<file path="src/rtl/bnn_xnor_popcount_acc_pkg.sv">
// Shared constants and helpers for the binary-network XNOR/popcount datapath.
// Weight and activation encoding throughout: bit 1 means +1, bit 0 means -1.
package bnn_pkg;

  localparam int DEF_WIDTH    = 5;
  localparam int DEF_LENGTH   = 5;
  localparam int DEF_CHANNELS = 4;

  // Smallest r with 2**r >= v; returns 0 for v <= 1.
  function automatic int clog2(input int v);
    int r;
    r = 0;
    for (int i = 0; i < 31; i++) begin
      if ((1 << i) < v) r = i + 1;
    end
    return r;
  endfunction

endpackage

</file>
<file path="src/rtl/bnn_xnor_popcount_acc_popcount.sv">
// Purely combinational population count of an N-bit vector.
// The result is wide enough for the all-ones case (N).
module bnn_popcount
  import bnn_pkg::*;
#(
  parameter  int N     = DEF_WIDTH * DEF_LENGTH,
  localparam int POP_W = clog2(N + 1)
) (
  input  logic [N-1:0]     bits_in,
  output logic [POP_W-1:0] pop_out
);

  always_comb begin
    pop_out = '0;
    for (int i = 0; i < N; i++) begin
      pop_out = pop_out + POP_W'(bits_in[i]);
    end
  end

endmodule

</file>
<file path="src/rtl/bnn_xnor_popcount_acc.sv">
// XNOR-popcount of a window against its weights, accumulated over CHANNELS
// valid windows and thresholded into a 1-bit activation.
module bnn_xnor_popcount_acc
  import bnn_pkg::*;
#(
  parameter  int WIDTH    = DEF_WIDTH,
  parameter  int LENGTH   = DEF_LENGTH,
  parameter  int CHANNELS = DEF_CHANNELS,
  localparam int N        = WIDTH * LENGTH,
  localparam int POP_W    = clog2(N + 1),
  localparam int ACC_W    = clog2(N * CHANNELS + 1)
) (
  input  logic             clk,
  input  logic             rst,
  input  logic             clear,
  input  logic             in_valid,
  input  logic [N-1:0]     window_in,
  input  logic [N-1:0]     weight_in,
  input  logic [ACC_W-1:0] threshold,
  output logic             out_valid,
  output logic             act_out,
  output logic [ACC_W-1:0] acc_out
);

  localparam int CNT_W = (CHANNELS > 1) ? clog2(CHANNELS) : 1;
  localparam logic [CNT_W-1:0] LAST_CNT = CNT_W'(CHANNELS - 1);

  logic [N-1:0]     xnor_bits;
  logic [POP_W-1:0] pop_comb;

  logic [POP_W-1:0] pop_d, pop_q;
  logic             v1_d, v1_q;
  logic [CNT_W-1:0] ch_cnt_d, ch_cnt_q;
  logic [ACC_W-1:0] acc_d, acc_q;
  logic             out_valid_d, out_valid_q;
  logic             act_d, act_q;
  logic [ACC_W-1:0] acc_out_d, acc_out_q;
  logic [ACC_W-1:0] sum;

  assign xnor_bits = ~(window_in ^ weight_in);

  bnn_popcount #(.N(N)) u_popcount (
    .bits_in (xnor_bits),
    .pop_out (pop_comb)
  );

  always_comb begin
    pop_d       = pop_comb;
    v1_d        = in_valid & ~clear;
    ch_cnt_d    = ch_cnt_q;
    acc_d       = acc_q;
    out_valid_d = 1'b0;
    act_d       = act_q;
    acc_out_d   = acc_out_q;

    // Restarting from zero on the first channel avoids a separate acc reset
    // between activations.
    sum = ((ch_cnt_q == '0) ? '0 : acc_q) + ACC_W'(pop_q);

    if (clear) begin
      ch_cnt_d = '0;
      acc_d    = '0;
    end else if (v1_q) begin
      if (ch_cnt_q == LAST_CNT) begin
        acc_out_d   = sum;
        act_d       = (sum >= threshold);
        out_valid_d = 1'b1;
        ch_cnt_d    = '0;
      end else begin
        acc_d    = sum;
        ch_cnt_d = ch_cnt_q + 1'b1;
      end
    end
  end

  always_ff @(posedge clk) begin
    if (rst) begin
      pop_q       <= '0;
      v1_q        <= 1'b0;
      ch_cnt_q    <= '0;
      acc_q       <= '0;
      out_valid_q <= 1'b0;
      act_q       <= 1'b0;
      acc_out_q   <= '0;
    end else begin
      pop_q       <= pop_d;
      v1_q        <= v1_d;
      ch_cnt_q    <= ch_cnt_d;
      acc_q       <= acc_d;
      out_valid_q <= out_valid_d;
      act_q       <= act_d;
      acc_out_q   <= acc_out_d;
    end
  end

  assign out_valid = out_valid_q;
  assign act_out   = act_q;
  assign acc_out   = acc_out_q;

endmodule
</file>
<file path="config.mk">
export PLATFORM = sky130hd
export DESIGN_NAME = bnn_xnor_popcount_acc
export DESIGN_NICKNAME = d
export VERILOG_FILES = /design/src/rtl/bnn_xnor_popcount_acc_pkg.sv /design/src/rtl/bnn_xnor_popcount_acc_popcount.sv /design/src/rtl/bnn_xnor_popcount_acc.sv
export SDC_FILE = /design/constraint.sdc
export NUM_CORES = 1
export LEC_CHECK = 0
export CELL_PAD_IN_SITES_DETAIL_PLACEMENT = 1
export CELL_PAD_IN_SITES_GLOBAL_PLACEMENT = 2
export CORE_AREA = 5 5 100 102
export CTS_CLUSTER_DIAMETER = 120
export DETAILED_ROUTE_END_ITERATION = 16
export DIE_AREA = 0 0 105 107
export GPL_TIMING_DRIVEN = 0
export PLACE_DENSITY = 0.72
export SETUP_SLACK_MARGIN = 0.02
export SLEW_MARGIN = 20
export SYNTH_ARGS = -nofsm -noshare
export SYNTH_HDL_FRONTEND = slang
export SYNTH_SLANG_ARGS = --single-unit
</file>
<file path="constraint.sdc">
create_clock -name clk -period 7.1 [get_ports clk]
set_input_delay 1.42 -clock clk [delete_from_list [all_inputs] [get_ports clk]]
set_output_delay 1.42 -clock clk [all_outputs]
set_load 0.01 [all_outputs]
</file>
## After elaboration in Yosys (flattened, before gate mapping)

Cells that the tools add are included.
Widths: inputs -> output; s select.

- Flip-flop bits (word level): 24
- Input port bits: 61
- Output and inout port bits: 9

- Add/sub/neg operators: 26
- Magnitude comparators: 1
- Equality and inequality tests: 1
- Muxes and demuxes: 3
- Bitwise gates (word level): 6
- Reduce and logical (&&, ||, !) cells: 5

Operators by type and width:

| kind | number |
|---|---|
| $add 5x1->5 | 23 |
| $not 25->25 | 1 |
| $xor 25x25->25 | 1 |
| $add 7x5->7 | 1 |
| $ge 7x7->1 | 1 |
| $mux 7 | 1 |
| $not 1->1 | 3 |
| $reduce_and 3->1 | 1 |
| $reduce_or 3->1 | 1 |
| $add 1x1->2 | 1 |
| $add 2x1->2 const B | 1 |
| $eq 2x2->1 const B | 1 |
| $logic_not 2->1 | 1 |
| $mux 2 | 1 |
| $reduce_and 2->1 | 1 |
| $reduce_or 2->1 | 1 |
| $and 1x1->1 | 1 |
| $mux 1 | 1 |

## Depth between registers and ports, before layout

Gate-level depths: netlist (run 1).

- Depth in word-level cells: 26
- Mapped depth: 16
- Depth with buffers taken out: 16

## Hierarchy

Synthesis (run 1) repeated with hierarchy kept, for this count alone.

- Cells, all modules: 243
- Area total of the unflattened synthesis: 2,188.3 sq um

Modules (own cells, without submodules):

| module | instances | cells each | area an instance (sq um) | seq. area each (sq um) |
|---|---|---|---|---|
| bnn_xnor_popcount_acc | 1 | 191 | 1,614.0 | 480.5 |
| bnn_popcount | 1 | 52 | 574.3 | 0.0 |

## Least setup slack after synthesis (run 1)

No wires, ideal clock.

- Path type: input to register
- Start: in window_in[0]
- End: reg pop_q[4]
- Setup time: 0.071 ns
- Data arrival time: 5.364 ns
- Required time: 7.029 ns
- Path slack: 1.665 ns
- Cell stages on the path: 15
- Cell sequence: xnor2_1 ha_1 inv_1 fa_1 fa_1 inv_1 fa_1 fa_1 fa_1 ha_1 inv_1 fa_1 nor2b_1 o21ai_0 a21oi_1

- Cells in the longest elaborated chain, start to end: 26

Ends and longest elaborated chain:

| what | RTL line | text |
|---|---|---|
| start: declaration | bnn_xnor_popcount_acc.sv:17 | `input logic [N-1:0] window_in,` |
| $xor 25x25->25 | bnn_xnor_popcount_acc.sv:40 | `assign xnor_bits = ~(window_in ^ weight_in);` |
| $not 25->25 | bnn_xnor_popcount_acc.sv:40 |  |
| $add 1x1->2 | bnn_xnor_popcount_acc_popcount.sv:16 | `pop_out = pop_out + POP_W'(bits_in[i]);` |
| $add 5x1->5 (23 in a row) | bnn_xnor_popcount_acc_popcount.sv:16 |  |
| end signal: assignment | bnn_xnor_popcount_acc.sv:86 | `pop_q <= pop_d;` |
| end: declaration | bnn_xnor_popcount_acc.sv:31 | `logic [POP_W-1:0] pop_d, pop_q;` |

No other way between the ends.
A chain may end at the register's enable or synchronous reset.

## Worst setup path after layout (run 1)

- Start: in weight_in[1]
- End: reg pop_q[4]

- Cells in the longest elaborated chain, start to end: 26

Ends and longest elaborated chain:

| what | RTL line | text |
|---|---|---|
| start: declaration | bnn_xnor_popcount_acc.sv:18 | `input logic [N-1:0] weight_in,` |
| $xor 25x25->25 | bnn_xnor_popcount_acc.sv:40 |  |
| $not 25->25 | bnn_xnor_popcount_acc.sv:40 |  |
| $add 1x1->2 | bnn_xnor_popcount_acc_popcount.sv:16 |  |
| $add 5x1->5 (23 in a row) | bnn_xnor_popcount_acc_popcount.sv:16 |  |

No other way between the ends.

==> results.md, run 1 <==
- Pin count of the biggest net entering global routing: 14
- List of most frequent post-synthesis cells: 41 x inv_1, 24 x dfxtp_1, 21 x ha_1
- Initial Util: 0.242
- Critical setup path kind: input pin to register
- Max incr delay on CP: around 0.55 ns
- Worst skew pair latency: 0.27 ns
- CTS hold repair buffers: 0
- Crit-path slowest cell: fa_1
- Max H-tree Level: 1
- HPWL Detailed: roughly 4600 µm
- Cell taking the most area after synthesis: dfxtp_1
- Die Width: around 110 µm
- CP Max Fanout: 2
- Number of synthesized register bits: 24
- Wire per inst: ~12 µm
- Asr flop ratio synth: 0
- Worst hold margin: roughly 0.46 ns
- PnR worst setup slack: roughly 1.3 ns
- Met2 WL: about 2600 µm
- Antenna Cells: 0
- Vias in the first global route: roughly 2100
- Yosys top cell area share: 0.220
- Fin. Hold Viols: 0
- Crit. End Element: register
- CTS root buf: clkbuf_8
- Most used cell, CP: fa_1
- Drt pass-1 iters: 4
- Via count: 1876
- CTS tree: done
- Final #Nets: approximately 420
- Worst-path clk slew: 0.09 ns
- Required @ worst endpoint: about 7.3 ns
- Ports: 70
- Pins Over Slew Limit: 0
- I/O Buffers: 68
- Top routing layer in use: met4
- Worst-Margin Slew: 0.469 ns
- Congestion Overflow GR: 0
- CP top delay family: adder cells
- Distinct cell type count after synthesis: 36
- Met3 WL: roughly 400 µm
- Post-CTS Setup Inserts: 0
- Total GRT Usage: 0.0955
- Post-synth top flop: dfxtp_1
- PD cells: approximately 280 mW/mm²
- DRT met1 WL: approximately 2200 µm
- Pleak: ~0.0013 µW
- Dpl ws: around 1.0 ns
- Unrepaired setup endpoints after global routing: false
- Area Overhead vs Synth: 40.1%
- Core Area: ~0.0090 mm²
- Drt first-iter violations: 28
- CP Buf/Inv Count: 4
- Max transition margin: 0.679
- Yosys synthesis warning count: 0
- Crit path DAT: roughly 6 ns
- Non-filler cells, final: between 400 and 500
- Tcrit/Tclk final: 0.811
- Initial antenna violation count: 0
- Worst Hold Class: register to register
- Total wire length: about 5200 µm
- Die Y: 107 µm
- Total CTS buffers: 3
- Clk_skew: 0.00398 ns
- Max cap viols: 0
- Placed cell areas: 0.00300 mm²
- Synthesized area: ~0.0022 mm²
- Status: completed
- Area contributors post-synth: dfxtp_1 22%, fa_1 17%, ha_1 12%
- Endpoints failing setup: 0
- Post-DRT Antenna Nets: 0
- Sink Count: 24
- Filler Cell Count: roughly 1100
- Die footprint: roughly 0.011 mm²
- Cell total after placement: around 420
- Synth Instances: roughly 250
- Layout cells sized above 1: 0.0221
- Most common cell in the synthesized netlist: inv_1
- Fmax: approximately 0.17 GHz
- Synthesized area per cell: 8.90 µm²
- Critical path startpoint category: input pin
- DRC violations left: 0
- Crit path cell chain: clkdlybuf4s50_1, xnor2_1, ha_1, inv_1, fa_1, fa_1, inv_1, fa_1, fa_1, fa_1, ha_1, inv_1, fa_1, nor2b_1, o21ai_0, a21oi_1
- Seq/Total Area, Yosys: 0.220
- Post-synth EDFFs: 0
- First-pass GRT wire length: approximately 9000 µm
- Post-CTS sizing: 0
- Total negative slack: 0 ns
- Synth Net Count: 346
- GP Congestion: roughly 0.72
- Max clock buf depth: 2
- Final min period: between 5 and 6 ns
- Post-layout instance area: a little over 0.003 mm²
- Max rail drop VDD: 120 µV
- Vias/cell: roughly 4.4
- FP Rows: 35
==> stage by stage <==
stage	power [µW]	util
final	865	0.339
after global routing	998	0.339
after CTS	902	0.339
after detailed placement	799	0.333
after global placement	781	0.333
after floorplan	632	-
==> worst reg2reg max path, delay by kind of cell, from the launching register on <==
| kind | cells | cell delay (ns) |
|---|---|---|
| DFF | 1 | 0.34 |
| and+or+nand+nor | 3 | 0.53 |
| adders and majority gates | 4 | 1.15 |
| AOI/OAI and AO/OA | 5 | 1.00 |
| buffers and inverters | 3 | 0.36 |
==> state kept, by name, summed over array words and instances, names as in the netlist <==
name	count
acc_q	7
acc_out	7
ch_cnt_q	2
out_valid	1
act_out	1
pop_q	5
v1_q	1
==> final timing paths <==
check                           startpoint                     to  slack (ns)  cells after the start
hold / removal       acc_q[3]$_SDFFE_PP0P_  acc_q[3]$_SDFFE_PP0P_        0.46                      2
hold reg to reg      acc_q[3]$_SDFFE_PP0P_  acc_q[3]$_SDFFE_PP0P_        0.46                      2
setup reg to reg  ch_cnt_q[0]$_SDFFE_PP0P_   act_out$_SDFFE_PP0P_        3.61                     15
setup / recovery              weight_in[1]    pop_q[4]$_SDFF_PP0_        1.34                     16
==> final cells by class <==
class                           count  area (µm²)  area share
Timing Repair Buffer               68         681       0.223
Multi-Input combinational cell    174        1520       0.496
Sequential cell                    24         480       0.157
Buffer                              6        31.3      0.0102
Inverter                           41         154      0.0504
Tap cell                          111         139      0.0455
Clock buffer                        4        55.1      0.0180
==> layer usage <==
layer / GRT usage / up-vias
li1: - / 947
met1: 0.115 / 866
met2: 0.168 / 59
met3: 0.0313 / 4
met4: 0.0164 / 0
met5: 0 / -
==> layout by cell type (no fill, tap or decap), drive strengths merged, types with 4 or more instances in the layout <==
cell type | netlist | final
inv | 41 | 41
nor2 | 17 | 17
clkdlybuf4s50 | 0 | 68
fa | 19 | 19
clkbuf | 4 | 8
ha | 21 | 21
a21o | 5 | 5
xor2 | 11 | 11
a21oi | 9 | 9
xnor2 | 17 | 17
a211oi | 4 | 4
nand2b | 5 | 5
nand3 | 7 | 7
nor2b | 11 | 11
mux2i | 4 | 4
dfxtp | 24 | 24
nand2 | 12 | 12
nor3 | 4 | 4
==> power breakdown <==
group / leakage, µW / internal (µW) / switching [µW] / total [µW]
clock: 0.0000288 / 49.6 / 47.8 / 97.4
combinational: 0.00108 / 297 / 312 / 610
sequential: 0.000195 / 153 / 5.81 / 158
total: 0.00130 / 499 / 366 / 865
==> kinds of logic after synthesis <==
kind of cell	Yosys count	synth area share
xor gates and xnor gates	28	0.112
AOI/OAI and AO/OA	36	0.116
DFF	24	0.220
and+or+nand+nor	65	0.148
muxes	5	0.0235
adders and majority gates	40	0.295
buffers and inverters	47	0.0849
Note: power is estimated with default switching activity, not from simulation.
==> run 2, diff against run 1 <==
--- a/config.mk
+++ b/config.mk
@@ -7,10 +7,10 @@
 export LEC_CHECK = 0
 export CELL_PAD_IN_SITES_DETAIL_PLACEMENT = 1
 export CELL_PAD_IN_SITES_GLOBAL_PLACEMENT = 2
-export CORE_AREA = 5 5 100 102
+export CORE_AREA = 5 5 102 104
 export CTS_CLUSTER_DIAMETER = 120
 export DETAILED_ROUTE_END_ITERATION = 16
-export DIE_AREA = 0 0 105 107
+export DIE_AREA = 0 0 107 109
 export GPL_TIMING_DRIVEN = 0
 export PLACE_DENSITY = 0.72
 export SETUP_SLACK_MARGIN = 0.02
==> constraint.sdc (replaced) <==
create_clock -name clk -period 5.25 [get_ports clk]
set_input_delay 1.05 -clock clk [delete_from_list [all_inputs] [get_ports clk]]
set_output_delay 1.05 -clock clk [all_outputs]
set_load 0.01 [all_outputs]
==> run 2 against run 1 <==
Net effect: highest routed layer unchanged; non-clock buffer count is 2 higher; first-iteration DRC count fell by 11%; sequential cell count unchanged; via count increased by 0.43%; wire length increased by 4.5%; critical path depth fell by 1; critical path type unchanged; cell count is 1.2% higher; largest cell class unchanged; die area up 3.8%; cell area increased by 2.9%; sequential share of layout area is 0.45 points lower; core utilization fell by 0.62 points; power increased by 60%.
==> results.md, run 2 (same netlist as run 1, synthesis figures left out) <==
- Status: completed (unchanged)
- First-pass GRT wire length: 9200 µm (was 9040 µm)
- Met2 WL: 2750 µm (was 2580 µm)
- I/O Buffers: 68 (unchanged)
- Initial Util: 0.231 (was 0.242)
- Most common cell after layout, fill and taps aside: clkdlybuf4s50_1 (unchanged)
- Core Area: 0.00946 mm² (was 0.00902 mm²)
- Hold path cells: 2 (unchanged)
- Final core area utilization: 0.333 (was 0.339)
- HPWL Detailed: 4750 µm (was 4610 µm)
- Pleak: 0.00140 µW (was 0.00130 µW)
- Via count: 1884 (was 1876)
- Wire per inst: 12.7 µm (was 12.3 µm)
- Tcrit/Tclk final: 0.965
- Initial antenna violation count: 0 (unchanged)
- Crit path DAT: 5.21 ns (was 5.97 ns)
- GP Congestion: 0.761 (was 0.718)
- Fmax: about 0.20 GHz
- Die Y: 109 µm (was 107 µm)
- Sink Count: 24 (unchanged)
- Worst-Margin Slew: 0.590 ns (was 0.469 ns)
- Total GRT Usage: 0.0983 (was 0.0955)
- Hold Startpoint: acc_q[2]$_SDFFE_PP0P_ (was acc_q[3]$_SDFFE_PP0P_)
- Max H-tree Level: 1 (unchanged)
- Max transition margin: 0.606 (was 0.679)
- Final min period: 5.06 ns
- Reg2reg path depth: 15 (unchanged)
- Fin. Hold Viols: 0 (unchanged)
- Total wire length: 5490 µm (was 5250 µm)
- Max cap viols: 0 (unchanged)
- Drt pass-1 iters: 4 (unchanged)
- Filler Cell Count: 1104 (was 1078)
- Worst Hold Class: register to register (unchanged)
- Pin count of the biggest net entering global routing: 15 (was 14)
- Clk_skew: 0.00565 ns (was 0.00398 ns)
- Area Overhead vs Synth: 44.2% (was 40.1%)
- Total CTS buffers: 3 (unchanged)
- Commonest non-fill, non-tap cells in the layout: 60 x clkdlybuf4s50_1, 40 x inv_1, 24 x dfxtp_1 (was 68 x clkdlybuf4s50_1, 41 x inv_1, 24 x dfxtp_1)
- DRC violations left: 0 (unchanged)
- Unrepaired setup endpoints after global routing: false (unchanged)
- DRT met1 WL: 2310 µm (was 2250 µm)
- Vias/cell: 4.35 (was 4.38)
- CP Max Fanout: 2 (unchanged)
- FP Rows: 36 (was 35)
- Register area: 480 µm² (unchanged)
- Pins Over Slew Limit: 0 (unchanged)
- Layout cells sized above 1: 0.0502 (was 0.0221)
- Drt first-iter violations: 25 (was 28)
- Post-DRT Antenna Nets: 0 (unchanged)
- PD cells: 439 mW/mm² (was 283 mW/mm²)
- Congestion Overflow GR: 0 (unchanged)
- Footprint of the multi-input gates: 0.00155 mm² (was 0.00152 mm²)
- Critical setup path kind: input pin to register (unchanged)
- Max rail drop VDD: 256 µV (was 120 µV)
- Met3 WL: 382 µm (was 397 µm)
- Worst reg2reg endpoint: act_out$_SDFFE_PP0P_ (unchanged)
- RR Startpoint: ch_cnt_q[0]$_SDFFE_PP0P_ (unchanged)
- CTS tree: done (unchanged)
- Die footprint: 0.0117 mm² (was 0.0112 mm²)
- Antenna Cells: 0 (unchanged)
- Worst Hold End: acc_q[2]$_SDFFE_PP0P_ (was acc_q[3]$_SDFFE_PP0P_)
- Die Width: 107 µm (was 105 µm)
- Crit. End Element: register (unchanged)
- CTS root buf: clkbuf_8 (unchanged)
- Ports: 70 (unchanged)
- Final #Nets: 421 (was 419)
- Max clock buf depth: 2 (unchanged)
- Reg2Reg Setup Slack: 1.78 ns (was 3.61 ns)
- Worst skew pair latency: 0.28 ns (was 0.27 ns)
- Top routing layer in use: met4 (unchanged)
- Endpoints failing setup: 0 (unchanged)
- Overall power: 1380 µW (was 865 µW)
- Critical path startpoint category: input pin (unchanged)
- Worst-path clk slew: 0.09 ns (about the same)
- Required @ worst endpoint: 5.40 ns (was 7.31 ns)
- Vias in the first global route: 2066 (was 2061)
-- run 2: cell count changes in the layout (fill, tap and decap cells not counted), moves of 2 or more --
| cell | delta |
|---|---|
| xnor2_2 | +2 |
| clkdlybuf4s50_1 | -8 |
| xnor2_1 | -2 |
| dlymetal6s2s_1 | +8 |
-- run 2: report_power, final --
group / leakage, µW / switching [µW] / internal [µW]
Clock: 0.0000357 / 66.9 / 102
Sequential: 0.000195 / 8.20 / 206
Combinational: 0.00117 / 476 / 521
-- run 2: cell type report --
class | count | area share
Sequential cell | 24 | 0.153
Buffer | 6 | 0.00994
Timing Repair Buffer | 70 | 0.229
Tap cell | 114 | 0.0453
Clock buffer | 3 | 0.0131
Inverter | 41 | 0.0489
Clock inverter | 1 | 0.00955
Multi-Input combinational cell | 174 | 0.492
-- run 2: repair_timing --
action / in CTS / in global routing
resized for setup: 3 / 15
pin swaps: 7 / 11
setup endpoints to repair: 4 / 4
hold buffers: 0 / 0
setup buffers: 0 / 2
-- run 2: per-layer routing --
metal | vias to the layer above | GRT usage
met1 | 865 | 0.110
met3 | 5 | 0.0278
met4 | 0 | 0.0219
li1 | 955 | -
met5 | - | 0
met2 | 59 | 0.184
-- run 2: worst max-delay path, cell delays in order --
cell and delay, ns:
clkdlybuf4s50_1 0.42, xnor2_1 0.15, fa_1 0.49, inv_1 0.06, fa_1 0.54, inv_2 0.05
fa_1 0.51, fa_1 0.52, fa_1 0.56, ha_2 0.17, inv_1 0.05, fa_2 0.36
nor2b_4 0.15, buf_6 0.10, nor3_1 0.04
-- run 2: worst max-delay path by stage --
stage | from | endpoint | slack (ns) | depth (start not counted)
floorplan | window_in[0] | pop_q[4]$_SDFF_PP0_ | 0.19 | 15
global placement | weight_in[0] | pop_q[4]$_SDFF_PP0_ | -0.44 | 16
detailed placement | window_in[0] | pop_q[4]$_SDFF_PP0_ | -0.51 | 16
CTS | window_in[0] | pop_q[4]$_SDFF_PP0_ | 0.01 | 16
global route | window_in[4] | pop_q[2]$_SDFF_PP0_ | 0.01 | 14
finish | window_in[10] | pop_q[2]$_SDFF_PP0_ | 0.19 | 15
-- run 2: per-stage QoR --
| stage | hold WS [ns] | setup slack, ns | cells | TNS, ns | cell area, µm² |
|---|---|---|---|---|---|
| floorplan | 0.412 | 0.185 | 245 | 0 | 2180 |
| global placement | 0.429 | -0.440 | 427 | -1.43 | 3000 |
| detailed placement | 0.440 | -0.511 | 427 | -1.63 | 3000 |
| CTS | 0.458 | 0.0105 | 431 | 0 | 3080 |
| global route | 0.480 | 0.0106 | 433 | 0 | 3150 |
| finish | 0.455 | 0.186 | 433 | 0 | 3150 |
==> run 3, diff against run 2 <==
--- a/config.mk
+++ b/config.mk
@@ -7,10 +7,10 @@
 export LEC_CHECK = 0
 export CELL_PAD_IN_SITES_DETAIL_PLACEMENT = 1
 export CELL_PAD_IN_SITES_GLOBAL_PLACEMENT = 2
-export CORE_AREA = 5 5 102 104
+export CORE_AREA = 5 5 100 102
 export CTS_CLUSTER_DIAMETER = 120
 export DETAILED_ROUTE_END_ITERATION = 16
-export DIE_AREA = 0 0 107 109
+export DIE_AREA = 0 0 105 107
 export GPL_TIMING_DRIVEN = 0
 export PLACE_DENSITY = 0.72
 export SETUP_SLACK_MARGIN = 0.02
==> constraint.sdc (replaced) <==
create_clock -name clk -period 4.75 [get_ports clk]
set_input_delay 0.95 -clock clk [delete_from_list [all_inputs] [get_ports clk]]
set_output_delay 0.95 -clock clk [all_outputs]
set_load 0.01 [all_outputs]
==> run 3 against run 2 <==
Net effect: first-iteration DRC count up 8.0%; highest routed layer unchanged; clock skew is 0.0019 ns higher; clock power fell by 15%; sequential cell count unchanged; setup slack worse by 0.15 ns; hold slack better by 0.0021 ns; non-clock buffer count is 1 higher; global-route usage is 0.15 points lower; cell count decreased by 0.46%; die area fell by 3.7%; power increased by 7.9%; critical endpoint is now pop_q[4]$_SDFF_PP0_.
==> results.md, run 3 (same netlist as run 1, synthesis figures left out) <==
- CTS tree: done (unchanged)
- Required @ worst endpoint: 4.95 ns (was 5.40 ns)
- Sink Count: 24 (unchanged)
- Placed cell areas: 0.00301 mm² (was 0.00300 mm²)
- Wire per inst: 12.1 µm (was 12.7 µm)
- Tcrit/Tclk final: 0.993
- Antenna Cells: 0 (unchanged)
- Vias in the first global route: 2098 (was 2066)
- CTS root buf: clkbuf_8 (unchanged)
- Worst hold margin: 0.457 ns (was 0.455 ns)
- Status: completed (unchanged)
- CP Max Fanout: 2 (unchanged)
- Die footprint: 0.0112 mm² (was 0.0117 mm²)
- GP Congestion: 0.718 (was 0.761)
- Ports: 70 (unchanged)
- Commonest non-fill, non-tap cells in the layout: 42 x clkdlybuf4s50_1, 37 x inv_1, 24 x dfxtp_1 (was 60 x clkdlybuf4s50_1, 40 x inv_1, 24 x dfxtp_1)
- Final min period: roughly 4.7 ns
- Final #Nets: 422 (was 421)
- Drt first-iter violations: 27 (was 25)
- PD cells: 478 mW/mm² (was 439 mW/mm²)
- FP Rows: 35 (was 36)
- Critical path startpoint category: input pin (unchanged)
- Core Area: 0.00902 mm² (was 0.00946 mm²)
- Worst skew pair latency: 0.27 ns (was 0.28 ns)
- Max cap viols: 0 (unchanged)
- Footprint of the multi-input gates: 0.00157 mm² (was 0.00155 mm²)
- Via count: 1871 (was 1884)
- Crit. End Element: register (unchanged)
- Congestion Overflow GR: 0 (unchanged)
- I/O Buffers: 68 (unchanged)
- DRC violations left: 0 (unchanged)
- Vias/cell: 4.34 (was 4.35)
- Overall power: 1490 µW (was 1380 µW)
- CTS hold repair buffers: 0 (unchanged)
- HPWL Detailed: 4570 µm (was 4750 µm)
- Pins Over Slew Limit: 0 (unchanged)
- Clk_skew: 0.00754 ns (was 0.00565 ns)
- Initial antenna violation count: 0 (unchanged)
- Total CTS buffers: 3 (unchanged)
- First-pass GRT wire length: 9160 µm (was 9200 µm)
- Unrepaired setup endpoints after global routing: true (was false)
- Post-layout instance area: 0.00312 mm² (was 0.00315 mm²)
- Area Overhead vs Synth: 42.9% (was 44.2%)
- Crit path DAT: 4.92 ns (was 5.21 ns)
- Max H-tree Level: 1 (unchanged)
- Dpl ws: -0.663 ns (was -0.511 ns)
- PnR worst setup slack: 0.0327 ns (was 0.186 ns)
- Pleak: 0.00137 µW (was 0.00140 µW)
- Initial Util: 0.242 (was 0.231)
- Pin count of the biggest net entering global routing: 14 (was 15)
- Die Width: 105 µm (was 107 µm)
- Fmax: 0.212 GHz
- Die Y: 107 µm (was 109 µm)
- Max clock buf depth: 2 (unchanged)
- Total GRT Usage: 0.0968 (was 0.0983)
- Critical setup path kind: input pin to register (unchanged)
- Total wire length: 5220 µm (was 5490 µm)
- Most common cell after layout, fill and taps aside: clkdlybuf4s50_1 (unchanged)
- Max transition margin: 0.653 (was 0.606)
- Fin. Hold Viols: 0 (unchanged)
- Endpoints failing setup: 0 (unchanged)
- Total negative slack: 0 ns (unchanged)
- Layout cells sized above 1: 0.0906 (was 0.0502)
- Worst Hold Class: register to register (unchanged)
- Register area: 480 µm² (unchanged)
- Filler Cell Count: 1068 (was 1104)
- Drt pass-1 iters: 4 (unchanged)
- Worst-path clk slew: 0.09 ns (about the same)
- Worst-Margin Slew: 0.521 ns (was 0.590 ns)
- Post-DRT Antenna Nets: 0 (unchanged)
- Max rail drop VDD: 239 µV (was 256 µV)
-- run 3: cell types whose count changed in the layout (fill, tap and decap cells not counted), moves of 3 or more --
| cell | change |
|---|---|
| inv_1 | -3 |
| dlygate4sd2_1 | +19 |
| inv_2 | +3 |
| dlymetal6s2s_1 | -7 |
| buf_6 | +3 |
| clkdlybuf4s50_1 | -18 |
-- run 3: path summary, 6_finish.rpt --
check                            from  cells after the start                     to  slack (ns)
max                      weight_in[1]                     16    pop_q[4]$_SDFF_PP0_        0.03
min             acc_q[0]$_SDFFE_PP0P_                      2  acc_q[0]$_SDFFE_PP0P_        0.46
max reg2reg  ch_cnt_q[0]$_SDFFE_PP0P_                     15   act_out$_SDFFE_PP0P_        1.28
min reg2reg     acc_q[0]$_SDFFE_PP0P_                      2  acc_q[0]$_SDFFE_PP0P_        0.46
-- run 3: layer usage --
layer  vias up  part of all wire  GRT usage
met5         -                 0          0
met4         0            0.0080     0.0219
met3         4             0.085     0.0313
met2        65              0.47      0.172
met1       849              0.44      0.113
li1        953                 -          -
-- run 3: cell type report --
cell class / instances / area share
multi-input cells: 174 / 0.504
clock buffers: 4 / 0.0177
repair buffers: 71 / 0.220
well taps: 111 / 0.0446
inverters: 41 / 0.0494
flip-flops and latches: 24 / 0.154
plain buffers: 6 / 0.0100
-- run 3: stage by stage --
stage,util,std cells
final,0.345,431
after global routing,0.345,431
after global placement,0.334,424
after floorplan,-,245
after detailed placement,0.334,424
after CTS,0.342,429
-- run 3: timing repair --
action | 4_1_cts | 5_1_grt
gates cloned | 0 | 0
resized for setup | 49 | 4
setup buffers | 1 | 2
setup endpoints to repair | 4 | 4
pin swaps | 29 | 17
-- run 3: power by group --
group | total, µW | internal, µW | switching [µW]
registers | 235 | 228 | 6.73
logic | 1110 | 571 | 541
clock network | 144 | 74.2 | 69.5
-- run 3: critical path, cell delays in order --
cell	delay [ns]
buf_6	0.09
xnor2_2	0.12
ha_1	0.28
inv_2	0.04
fa_1	0.47
fa_1	0.56
inv_2	0.05
fa_1	0.50
fa_1	0.43
fa_1	0.51
ha_2	0.19
inv_2	0.04
fa_2	0.34
nor2b_2	0.14
o21ai_1	0.07
a21oi_1	0.15
